**src/rtl/bp_table_scheduler.sv**
```systemverilog
`default_nettype none
// ============================================================================
// Module   : bp_table_scheduler
// Purpose  : Arbitrates the branch predictor's single-port weight table
//            between decode-stage prediction reads and execute-stage training
//            read-modify-writes. Queues execute feedback in a small FIFO, owns
//            the global history register (GHR), computes table indices and
//            drives the table opcode. Predictions have priority; a starvation
//            counter forces training through after STARVE_LIMIT deferrals.
// Ports    : clk, rst_n (sync, active-low)
//            i_req_*  / o_req_*  : decode prediction request, stall, GHR
//            i_fb_*   / o_fb_*   : execute feedback and back-pressure
//            o_tbl_op, o_tbl_idx : table opcode / row (0 NONE, 1 PRED_READ,
//                                  2 TRAIN_READ, 3 TRAIN_WRITE)
//            o_trn_*, i_trn_update : training entry and datapath verdict
//            o_drop_cnt          : dropped-feedback count (drop mode only)
//            o_busy              : FSM active or FIFO non-empty
// Config   : BP_SCHED_DROP_EN - never back-pressure; discard feedback when
//            the FIFO is full (GHR still shifts) and count discards.
// Revision : 1.0 - initial release
// ============================================================================
module bp_table_scheduler #(
   parameter int ADDR_WIDTH   = 32,
   parameter int IDX_BITS     = 8,
   parameter int HIST_BITS    = 7,   // 2 .. IDX_BITS
   parameter int FIFO_DEPTH   = 4,   // power of two, >= 2
   parameter int STARVE_LIMIT = 4
) (
   input  logic                  clk,
   input  logic                  rst_n,
   input  logic                  i_req_valid,
   input  logic [ADDR_WIDTH-1:0] i_req_pc,
   output logic                  o_req_stall,
   output logic [HIST_BITS-1:0]  o_req_hist,
   input  logic                  i_fb_valid,
   input  logic [ADDR_WIDTH-1:0] i_fb_pc,
   input  logic [HIST_BITS-1:0]  i_fb_hist,
   input  logic                  i_fb_outcome,
   input  logic                  i_fb_mispredict,
   output logic                  o_fb_stall,
   output logic [1:0]            o_tbl_op,
   output logic [IDX_BITS-1:0]   o_tbl_idx,
   output logic [HIST_BITS-1:0]  o_trn_hist,
   output logic                  o_trn_outcome,
   output logic                  o_trn_mispredict,
   input  logic                  i_trn_update,
`ifdef BP_SCHED_DROP_EN
   output logic [15:0]           o_drop_cnt,
`endif
   output logic                  o_busy
);

   localparam int c_PTR_W = $clog2(FIFO_DEPTH);
   localparam int c_CNT_W = c_PTR_W + 1;
   localparam int c_STV_W = $clog2(STARVE_LIMIT + 1);

   localparam logic [c_CNT_W-1:0] c_CNT_FULL = c_CNT_W'(FIFO_DEPTH);
   localparam logic [c_CNT_W-1:0] c_CNT_ONE  = c_CNT_W'(1);
   localparam logic [c_PTR_W-1:0] c_PTR_ONE  = c_PTR_W'(1);
   localparam logic [c_STV_W-1:0] c_STV_MAX  = c_STV_W'(STARVE_LIMIT);
   localparam logic [c_STV_W-1:0] c_STV_ONE  = c_STV_W'(1);

   localparam logic [1:0] c_OP_NONE = 2'd0;
   localparam logic [1:0] c_OP_PRED = 2'd1;
   localparam logic [1:0] c_OP_TRD  = 2'd2;
   localparam logic [1:0] c_OP_TWR  = 2'd3;

   typedef enum logic [1:0] {
      S_IDLE = 2'd0,
      S_RD   = 2'd1,
      S_EVAL = 2'd2,
      S_WR   = 2'd3
   } state_t;

   typedef struct packed {
      logic [IDX_BITS-1:0]  idx;
      logic [HIST_BITS-1:0] hist;
      logic                 outcome;
      logic                 mispredict;
   } entry_t;

   state_t               state_q;
   entry_t               trn_q;
   logic [HIST_BITS-1:0] ghr_q, ghr_d;
   logic [c_STV_W-1:0]   starve_q;
   logic [c_CNT_W-1:0]   cnt_q, cnt_d;
   logic [c_PTR_W-1:0]   wr_ptr_q, rd_ptr_q;
   entry_t               fifo_mem [0:FIFO_DEPTH-1];

   logic                 w_full, w_fb_push, w_pop, w_ghr_shift;
   logic                 w_trn_phase, w_pred_wins, w_trn_grant;
   logic [IDX_BITS-1:0]  w_req_idx, w_fb_idx;
   entry_t               w_fb_entry;
   logic                 w_unused_pc_bits;

   // Only the word-aligned index bits of the PCs feed the table.
   assign w_unused_pc_bits = ^{i_req_pc[ADDR_WIDTH-1:IDX_BITS+2], i_req_pc[1:0],
                               i_fb_pc[ADDR_WIDTH-1:IDX_BITS+2], i_fb_pc[1:0]};

   assign w_req_idx  = i_req_pc[IDX_BITS+1:2] ^ IDX_BITS'(ghr_q);
   assign w_fb_idx   = i_fb_pc[IDX_BITS+1:2] ^ IDX_BITS'(i_fb_hist);
   assign w_fb_entry = {w_fb_idx, i_fb_hist, i_fb_outcome, i_fb_mispredict};

   // Full is judged on the registered count: a pop in the same cycle does
   // not make room for a push.
   assign w_full    = (cnt_q == c_CNT_FULL);
   assign w_fb_push = i_fb_valid && !w_full;
   assign w_pop     = (state_q == S_IDLE) && (cnt_q != '0);

`ifdef BP_SCHED_DROP_EN
   logic [15:0] drop_cnt_q;

   always_ff @(posedge clk) begin
      if (!rst_n) begin
         drop_cnt_q <= '0;
      end else if (i_fb_valid && w_full && (drop_cnt_q != 16'hFFFF)) begin
         drop_cnt_q <= drop_cnt_q + 16'd1;
      end
   end

   assign o_drop_cnt  = drop_cnt_q;
   assign o_fb_stall  = 1'b0;
   // History tracks every resolved branch, even if its training is lost.
   assign w_ghr_shift = i_fb_valid;
`else
   assign o_fb_stall  = w_full;
   assign w_ghr_shift = w_fb_push;
`endif

   // Port arbitration only matters while training wants the table.
   assign w_trn_phase = (state_q == S_RD) || (state_q == S_WR);
   assign w_pred_wins = i_req_valid && (starve_q < c_STV_MAX);
   assign w_trn_grant = w_trn_phase && !w_pred_wins;

   always_comb begin
      o_tbl_op  = c_OP_NONE;
      o_tbl_idx = '0;
      if (w_trn_grant) begin
         o_tbl_op  = (state_q == S_RD) ? c_OP_TRD : c_OP_TWR;
         o_tbl_idx = trn_q.idx;
      end else if (i_req_valid) begin
         o_tbl_op  = c_OP_PRED;
         o_tbl_idx = w_req_idx;
      end
   end

   assign o_req_stall      = w_trn_phase && (starve_q == c_STV_MAX);
   assign o_req_hist       = ghr_q;
   assign o_trn_hist       = trn_q.hist;
   assign o_trn_outcome    = trn_q.outcome;
   assign o_trn_mispredict = trn_q.mispredict;
   assign o_busy           = (state_q != S_IDLE) || (cnt_q != '0);

   always_comb begin
      cnt_d = cnt_q;
      if (w_fb_push && !w_pop) begin
         cnt_d = cnt_q + c_CNT_ONE;
      end else if (!w_fb_push && w_pop) begin
         cnt_d = cnt_q - c_CNT_ONE;
      end
   end

   always_comb begin
      ghr_d = ghr_q;
      if (w_ghr_shift) begin
         ghr_d = {ghr_q[HIST_BITS-2:0], i_fb_outcome};
      end
   end

   always_ff @(posedge clk) begin
      if (!rst_n) begin
         cnt_q    <= '0;
         wr_ptr_q <= '0;
         rd_ptr_q <= '0;
         ghr_q    <= '0;
      end else begin
         cnt_q <= cnt_d;
         ghr_q <= ghr_d;
         if (w_fb_push) wr_ptr_q <= wr_ptr_q + c_PTR_ONE;
         if (w_pop)     rd_ptr_q <= rd_ptr_q + c_PTR_ONE;
      end
   end

   // Storage is not reset; validity is tracked by the pointers and count.
   always_ff @(posedge clk) begin
      if (rst_n && w_fb_push) begin
         fifo_mem[wr_ptr_q] <= w_fb_entry;
      end
   end

   always_ff @(posedge clk) begin
      if (!rst_n) begin
         state_q  <= S_IDLE;
         trn_q    <= '0;
         starve_q <= '0;
      end else begin
         if (w_trn_grant) begin
            starve_q <= '0;
         end else if (w_trn_phase && i_req_valid) begin
            starve_q <= starve_q + c_STV_ONE;
         end

         case (state_q)
            S_IDLE: begin
               if (w_pop) begin
                  trn_q   <= fifo_mem[rd_ptr_q];
                  state_q <= S_RD;
               end
            end
            S_RD:    if (w_trn_grant) state_q <= S_EVAL;
            S_EVAL:  state_q <= i_trn_update ? S_WR : S_IDLE;
            S_WR:    if (w_trn_grant) state_q <= S_IDLE;
            default: state_q <= S_IDLE;
         endcase
      end
   end

endmodule
`default_nettype wire

```
**config.mk**
```make
export PLATFORM = sky130hd
export DESIGN_NAME = bp_table_scheduler
export DESIGN_NICKNAME = d
export VERILOG_FILES = /design/src/rtl/bp_table_scheduler.sv
export SDC_FILE = /design/constraint.sdc
export NUM_CORES = 1
export LEC_CHECK = 0
export CORE_MARGIN = 1.5
export CORE_UTILIZATION = 53
export CTS_CLUSTER_SIZE = 24
export DETAILED_ROUTE_END_ITERATION = 6
export MAX_ROUTING_LAYER = met4
export PLACE_DENSITY = 0.86
export SYNTH_ARGS = -nofsm -noshare
export SYNTH_HDL_FRONTEND = slang
export SYNTH_SLANG_ARGS = --single-unit
```
**constraint.sdc**
```tcl
create_clock -name clk -period 4.3 [get_ports clk]
set_clock_uncertainty 0.05 [all_clocks]
set_input_delay 0.86 -clock clk [delete_from_list [all_inputs] [get_ports clk]]
set_output_delay 0.86 -clock clk [all_outputs]
set_load 0.02 [all_outputs]
```
==> impl_results.md, run 1 <==
* Leakage power at 1.78 nW
* Netlist cell types at 42
* Final net count at 413
* Commonest cells post-synth: edfxtp_1, dfxtp_1, a22o_1, mux4_2, xor2_1
* Arr. time, crit path at 2.73 ns
* Pwr dens at 522 nW/um^2
* ANT cells at 0
* Crit end category: primary output
* Gr usage total at 20.1%
* Number of flops mapped to enable cells by yosys at 68
* Count leader, synth: edfxtp_1
* Routed WL at 7800 um
* Hold WS at 0.445 ns
* CTS hold repair buffers at 0
* Core ar. at 7730 um^2
* VDD IR max at 0.328 mV
* Initial core utilization at 54.9%
* Cts bufs inserted at 9
* Final Non-Filler Cells at 434
* Post-DP Area at 4840 um^2
* Critical path peak fanout at 10
* Placer Congestion at 0.801
* Required time worst endpoint at 3.39 ns
* Status: finished, final reports clean
* Post-synth top flop: edfxtp_1
* Max-Cap Viols at 0
* Setup Crit Path Kind: in -> out
* FFs w/ async S/R, synth at 0%
* HP Class: reg -> reg
* Final global-route overflow total at 0
* Period utilisation layout at 84.7%
* CP startpoint kind: input port
* Fmax at 275 MHz
* Largest net degree at the start of global routing at 20
* Share of the synthesized area in the top cell type at 48.1%
* Worst-Skew Late Latency at 0.36 ns
* CTS tree: yes
* Slew @ Worst Pin at 0.903 ns
* Resize count post-CTS at 0
* Yosys warns at 0
* Routed vias/inst at 5.67
* Vias in the first global route at 2492
* Routed vias at 2459
* Top post-synthesis cells by area: edfxtp_1, dfxtp_1, mux4_2, a22o_1, xor2_1
* Clock-pin slew of the registers on the worst-case setup and hold paths at 0.09 ns
* DR iter-0 viols at 155
* Buffers on Ports at 58
* Final hold vios at 0
* Fin util at 65.3%
* Finished Cell Area at 5040 um^2
* P&R area growth vs syn at 18.8%
* Synthesized area at 4250 um^2
* Syn Area/Cell at 15.4 um^2
* Setup TNS at 0 ns
* # fillers at 553
* Pins over their slew limit at 0
* Clock Sinks at 104
* Area occupied by multi-input gates at 1290 um^2
* WL/cell at 18.0 um
* Placed cell count at 418
* Die height at 92.5 um
* Layout cells sized above 1 at 15.4%
* Slew HR at 39.7%
* Sequential share of the synthesized area at 65.1%
* Post-route ant nets at 0
* Htree depth at 3
* Dpl hpwl at 5220 um
* Initial antenna violation count at 0
* Crit path time final at 3.64 ns
* FF+latch count, synth at 104
* I/O Pins at 107
* First-pass GRT wire length at 12500 um
* Mapped Cells at 276
* FF+latch area at 2760 um^2
* CTS Buffer Depth at 2
* Post-CTS setup buffers at 0
* Die Footprint at 8560 um^2
* Setup violators final at 0
* TritonRoute pass-1 iters at 4
* Synth area leader: edfxtp_1
* # DRC at 0
* Num rows at 32
* Die W at 92.5 um
* Syn Nets at 362
* RSZ-0062 raised after global routing: no
* Clk root buf: clkbuf_8
cells in the final DEF, fill, tap and decap left out, types with 2 or more instances in the layout:
cell type,n
nand3b_1,2
and3_1,5
nand3_1,11
xor2_1,16
a21o_1,2
a21oi_1,12
nor2_1,5
a22o_2,6
and2_1,2
inv_1,7
nand2_1,4
clkdlybuf4s50_1,58
clkbuf_8,10
o21ai_0,10
ha_1,7
buf_4,6
edfxtp_1,68
mux4_2,17
inv_6,2
a22o_1,19
dfxtp_1,36
mux2i_1,3
nand2b_1,2
cell type report:
cell class / instances / share of cell area, %
Inverter: 9 / 0.670
Tap cell: 102 / 2.53
Clock inverter: 6 / 1.22
Timing Repair Buffer: 64 / 12.4
Multi-Input combinational cell: 139 / 25.7
Sequential cell: 104 / 54.8
Clock buffer: 10 / 2.73
path summary, 6_finish.rpt:
path            startpoint             to  slack (ns)  cells after the start
min          o_trn_hist[2]  o_trn_hist[2]        0.45                      1
max reg2reg       cnt_q[0]       cnt_q[2]        1.47                      9
min reg2reg  o_trn_hist[2]  o_trn_hist[2]        0.45                      1
max            i_req_valid   o_tbl_idx[6]        0.66                      5
worst max-delay path, stage by stage:
cell and delay [ns]:
clkdlybuf4s50_1 0.44, nand2b_1 0.18, and2_1 0.41, a22o_1 0.24, clkdlybuf4s50_1 0.61
state kept, by name (all words and copies together), names as in the netlist, 2 cells and up:
| register | cells |
|---|---|
| wr_ptr_q | 2 |
| fifo_mem | 68 |
| o_trn_hist | 7 |
| cnt_q | 3 |
| starve_q | 3 |
| o_req_hist | 7 |
| trn_q | 8 |
| rd_ptr_q | 2 |
| state_q | 2 |
power breakdown:
group	switching (W)	internal (W)	leakage [nW]	total, W
registers	0.000124	0.00119	0.912	0.00132
logic	0.000350	0.000385	0.765	0.000735
clock network	0.000344	0.000240	0.0982	0.000585
total	0.000818	0.00182	1.78	0.00263
per-stage QoR:
step	total power (W)	worst slack (ns)
floorplan	0.00188	1.40
global placement	0.00205	0.676
detailed placement	0.00208	0.661
CTS	0.00266	0.654
global route	0.00275	0.521
finish	0.00263	0.657
kinds of logic (layout without fill, tap and decap cells):
group | after synthesis | after routing | synth area share [%]
and+or+nand+nor | 38 | 38 | 5.01
adders and majority gates | 8 | 8 | 2.53
xor gates and xnor gates | 16 | 16 | 3.30
AOI/OAI and AO/OA | 56 | 56 | 9.64
buffers and inverters | 33 | 89 | 4.45
muxes | 21 | 21 | 9.99
DFF | 104 | 104 | 65.1
routing by layer:
metal  part of all wire, %  vias to the layer above  wire length, um  GRT usage [%]
met4                   1.9                        0              147           5.90
met3                   4.1                       12              322           5.01
met2                    53                       66             4140           34.1
met1                    41                     1230             3190           23.8
li1                      -                     1151                -              -
met5                     0                        -                0              -
Power figures use the tool's default switching activity.
==> run 2, diff against run 1 <==
--- a/config.mk
+++ b/config.mk
@@ -6,11 +6,11 @@
 export NUM_CORES = 1
 export LEC_CHECK = 0
 export CORE_MARGIN = 1.5
-export CORE_UTILIZATION = 53
+export CORE_UTILIZATION = 49
 export CTS_CLUSTER_SIZE = 24
 export DETAILED_ROUTE_END_ITERATION = 6
 export MAX_ROUTING_LAYER = met4
-export PLACE_DENSITY = 0.86
+export PLACE_DENSITY = 0.81
 export SYNTH_ARGS = -nofsm -noshare
 export SYNTH_HDL_FRONTEND = slang
 export SYNTH_SLANG_ARGS = --single-unit
==> constraint.sdc (replaced) <==
create_clock -name clk -period 3.5 [get_ports clk]
set_clock_uncertainty 0.05 [all_clocks]
set_input_delay 0.7 -clock clk [delete_from_list [all_inputs] [get_ports clk]]
set_output_delay 0.7 -clock clk [all_outputs]
set_load 0.02 [all_outputs]
==> run 2 against run 1 <==
Via count shrank 0.81%. Register-to-register slack got worse by 0.69 ns. Routed wire length is 1.7% lower. Worst setup slack got worse by 0.45 ns. Design area is 0.52% higher. Count of clock-buffer cells in the layout grew 3. Total power is 23% higher. Global-route usage decreased by 1.8 points. Non-clock buffer count up 4. First-iteration DRC count is 15% lower. Critical path depth stayed put. Sequential power grew 20%. Critical endpoint is now o_tbl_idx[0]. Largest power group unchanged.
==> impl_results.md, run 2 (synthesis gave the netlist of run 1 again) <==
* Status: finished, final reports clean
* Dpl hpwl at 5060 um
* Register-to-Register Path Depth at 9
* Final hold vios at 0
* Pins over their slew limit at 0
* TritonRoute pass-1 iters at 4
* Pwr dens at 640 nW/um^2
* Setup Crit Path Kind: in -> out
* Die height at 96.1 um
* Final net count at 417
* Initial core utilization at 51.2%
* Crit end category: primary output
* Placer Congestion at 0.760
* Required time worst endpoint at 2.75 ns
* Period utilisation layout at 94.1%
* Largest register FFs at 68
* Vias in the first global route at 2345
* Max incr delay on CP at 0.59 ns
* Hold WS at 0.436 ns
* Routed WL at 7670 um
* CP startpoint kind: input port
* WL/cell at 17.4 um
* RSZ-0062 raised after global routing: no
* Largest regs: fifo_mem (68), trn_q (8)
* Crit-path slowest cell: clkdlybuf4s50_1
* # DRC at 0
* Worst-Skew Late Latency at 0.36 ns
* Leakage power at 1.79 nW
* Resize count post-CTS at 0
* Die W at 96.1 um
* Hold path cells at 1
* Num rows at 33
* ANT cells at 0
* VDD IR max at 0.329 mV
* Reg power frac at 48.6%
* Clk root buf: clkbuf_8
* Die Footprint at 9230 um^2
* Largest net degree at the start of global routing at 21
* Clock Sinks at 104
* Clock-pin slew of the registers on the worst-case setup and hold paths at 0.09 ns
* HP Class: reg -> reg
* CTS Buffer Depth at 2
* Commonest cells after routing, fill and taps aside: edfxtp_1, clkdlybuf4s50_1, dfxtp_1
* Clock power frac at 22.4%
* Sequence of cells on the critical path: clkdlybuf4s50_1 > nand2b_1 > and2_1 > a22o_1 > clkdlybuf4s50_1
* I/O Pins at 107
* Post-CTS setup buffers at 0
* Commonest non-fill, non-tap cell in the layout: edfxtp_1
* CTS hold repair buffers at 0
* Max-Cap Viols at 0
* Critical path peak fanout at 10
* Setup violators final at 0
* Gr usage total at 18.3%
* P&R area growth vs syn at 19.4%
* Crit path top cell by count: clkdlybuf4s50_1
* Net Sw Frac at 29.3%
* Initial antenna violation count at 0
* Most flops, register: fifo_mem
* Core ar. at 8300 um^2
* Setup TNS at 0 ns
* Internal power at 0.00229 W
* Final global-route overflow total at 0
* Combinational share of power at 29.0%
* CTS tree: yes
* Cts bufs inserted at 9
* Htree depth at 3
* Fmax at 303 MHz
* Post-route ant nets at 0
* Crit path time final at 3.29 ns
* Sw Pwr at 0.000951 W
* Slew HR at 38.7%
* Routed vias/inst at 5.53
* DR iter-0 viols at 132
* Slew @ Worst Pin at 0.919 ns
* First-pass GRT wire length at 11800 um
* Arr. time, crit path at 2.54 ns
* Routed vias at 2439
* Layout cells sized above 1 at 15.5%
* Buffers on Ports at 58
## run 2: cell types whose count changed in the layout (fill, tap and decap cells not counted)
cell	delta
buf_4	+4
clkbuf_1	+3
inv_6	-2
bufinv_16	+1
clkinv_2	+1
clkinv_4	-1
clkinv_8	-1
inv_8	-1
## run 2: layout make-up
| type | count | area (um^2) |
|---|---|---|
| Inverter | 9 | 33.8 |
| Fill cell | 617 | 3230 |
| Tap cell | 105 | 131 |
| Timing Repair Buffer | 68 | 656 |
| Clock buffer | 13 | 149 |
| Clock inverter | 3 | 42.5 |
| Sequential cell | 104 | 2760 |
| Multi-Input combinational cell | 139 | 1290 |
## run 2: worst paths after layout
path / start / endpoint / slack (ns)
min: trn_q[9] / trn_q[9] / 0.44
min reg2reg: trn_q[9] / trn_q[9] / 0.44
max: i_req_valid / o_tbl_idx[0] / 0.21
max reg2reg: cnt_q[0] / cnt_q[2] / 0.78
## run 2: power groups by stage
stage | clock network (W) | registers, W | logic [W]
6_report | 0.000727 | 0.00158 | 0.000941
5_1_grt | 0.000786 | 0.00159 | 0.00103
4_1_cts | 0.000737 | 0.00158 | 0.000954
3_5_place_dp | 0 | 0.00161 | 0.000950
3_3_place_gp | 0 | 0.00160 | 0.000931
2_1_floorplan | 0 | 0.00156 | 0.000751
## run 2: through the flow
step                      util [%]  setup slack, ns  std cells  area (um^2)  total power [W]
after floorplan                  -            0.764        276         4250          0.00231
after global placement        58.8            0.205        425         4880          0.00253
after detailed placement      58.8            0.191        425         4880          0.00255
after CTS                     61.1            0.186        441         5070          0.00327
after global routing          61.1            0.106        441         5070          0.00340
final                         61.1            0.205        441         5070          0.00324
## run 2: per-layer routing
| layer | GRT usage (%) | part of all wire, % |
|---|---|---|
| met1 | 22.2 | 42 |
| met2 | 30.6 | 52 |
| met3 | 4.27 | 4.5 |
| met4 | 5.51 | 1.5 |
| met5 | - | 0 |
## run 2: critical path, delay by kind of cell
kind | cells | cell delay, ns
buffers and inverters | 2 | 1.03
and+or+nand+nor | 2 | 0.59
AOI/OAI and AO/OA | 1 | 0.22
==> run 3, diff against run 2 <==
--- a/config.mk
+++ b/config.mk
@@ -5,10 +5,14 @@
 export SDC_FILE = /design/constraint.sdc
 export NUM_CORES = 1
 export LEC_CHECK = 0
+export CELL_PAD_IN_SITES_DETAIL_PLACEMENT = 1
+export CELL_PAD_IN_SITES_GLOBAL_PLACEMENT = 2
 export CORE_MARGIN = 1.5
-export CORE_UTILIZATION = 49
+export CORE_UTILIZATION = 34
+export CTS_CLUSTER_DIAMETER = 200
 export CTS_CLUSTER_SIZE = 24
 export DETAILED_ROUTE_END_ITERATION = 6
+export GPL_TIMING_DRIVEN = 0
 export MAX_ROUTING_LAYER = met4
 export PLACE_DENSITY = 0.81
 export SYNTH_ARGS = -nofsm -noshare
==> run 3 against run 2 <==
Non-clock buffer count is 11 higher. Worst setup slack worse by 0.092 ns. Critical path depth is 1 lower. Die area rose by 43%. Critical endpoint is now o_tbl_idx[3]. Worst hold slack better by 0.0029 ns. Critical path type unchanged.
==> impl_results.md, run 3 (synthesis gave the netlist of run 1 again) <==
* Status: finished, final reports clean
* Gr usage total at 15.9%
* Routed WL at 9600 um
* Fin util at 43.7%
* VDD IR max at 0.282 mV
* RSZ-0062 raised after global routing: no
* Most flops, register: fifo_mem
* Final global-route overflow total at 0
* Vias in the first global route at 2664
* Clock-pin slew of the registers on the worst-case setup and hold paths at 0.06 ns
* Required time worst endpoint at 2.75 ns
* Num rows at 40
* DR iter-0 viols at 111
* First-pass GRT wire length at 15000 um
* Initial antenna violation count at 0
* ANT cells at 0
* Core ar. at 12100 um^2
* Dpl hpwl at 6270 um
* Crit path time final at 3.39 ns
* WL/cell at 18.6 um
* Arr. time, crit path at 2.64 ns
* Die W at 115 um
* Final net count at 428
* Final hold vios at 0
* Buffers on Ports at 56
* Max-Cap Viols at 0
* Setup Crit Path Kind: in -> out
* Routed vias/inst at 4.92
* Routed vias at 2533
* Crit end category: primary output
* Total power at 0.00361 W
* Commonest non-fill, non-tap cell in the layout: edfxtp_1
* Htree depth at 3
* Clock Sinks at 104
* Layout cells sized above 1 at 17.9%
* Pwr dens at 681 nW/um^2
* Worst-Skew Late Latency at 0.34 ns
* Slew @ Worst Pin at 1.07 ns
* Initial core utilization at 35.1%
* I/O Pins at 107
* Critical path peak fanout at 9
* P&R area growth vs syn at 24.8%
* Post-route ant nets at 0
* Post-CTS setup buffers at 0
* Setup violators final at 0
* Cts bufs inserted at 9
* Largest net degree at the start of global routing at 20
* CP startpoint kind: input port
* Die Footprint at 13200 um^2
* Fmax at 295 MHz
* Slew HR at 28.8%
* Die height at 115 um
* Commonest cells after routing, fill and taps aside: edfxtp_1, clkdlybuf4s50_1, dfxtp_1
* HP Class: reg -> reg
* Largest regs: fifo_mem (68), trn_q (8)
* CTS Buffer Depth at 2
* TritonRoute pass-1 iters at 6
* Largest register FFs at 68
* # DRC at 0
* Leakage power at 1.87 nW
* Period utilisation layout at 96.8%
* CTS tree: yes
* Clk root buf: clkbuf_16
* Pins over their slew limit at 0
* Placer Congestion at 0.768
## run 3: path summary, 6_finish.rpt
path	start	end	slack (ns)	depth (start not counted)
setup / recovery	i_req_valid	o_tbl_idx[3]	0.11	4
hold / removal	o_trn_hist[2]	o_trn_hist[2]	0.44	1
setup reg to reg	cnt_q[0]	cnt_q[2]	0.94	10
hold reg to reg	o_trn_hist[2]	o_trn_hist[2]	0.44	1
## run 3: power breakdown
group,total (W),switching (W),leakage [nW],internal (W)
registers,0.00156,0.0000927,0.912,0.00147
logic,0.00109,0.000540,0.821,0.000550
clock network,0.000960,0.000464,0.141,0.000496
## run 3: per-stage QoR
stage / setup TNS (ns) / hold slack [ns] / setup slack, ns / instance area (um^2) / cells
6_report: 0 / 0.439 / 0.113 / 5300 / 515
5_1_grt: 0 / 0.466 / 0.0703 / 5300 / 515
4_1_cts: 0 / 0.441 / 0.0219 / 5300 / 515
3_5_place_dp: -1.00 / 0.423 / -0.162 / 5020 / 500
3_3_place_gp: -0.754 / 0.417 / -0.122 / 5020 / 500
2_1_floorplan: 0 / 0.399 / 0.764 / 4250 / 276
## run 3: routing by layer
layer / up-vias / GRT usage [%] / share of wire [%]
li1: 1177 / - / -
met2: 61 / 26.3 / 50
met5: - / - / 0
met4: 0 / 3.95 / 0.73
met3: 6 / 3.69 / 4.0
met1: 1289 / 20.0 / 45
## run 3: cell type report
class	instances	area, um^2
clock buffers	10	229
flip-flops and latches	104	2760
inverters	9	33.8
plain buffers	23	151
repair buffers	56	561
well taps	168	210
multi-input cells	139	1300
fillers	1273	6820
clock inverters	6	50.0
## run 3: critical path, cell delays in order
cell             delay (ns)
clkdlybuf4s50_1        0.51
a21boi_2               0.52
a22o_1                 0.28
clkdlybuf4s50_1        0.62
## run 3: what timing repair did
item,in CTS,in global routing
resized for setup,1,1
gates cloned,0,0
hold buffers,0,0
endpoints found under the setup margin,10,5
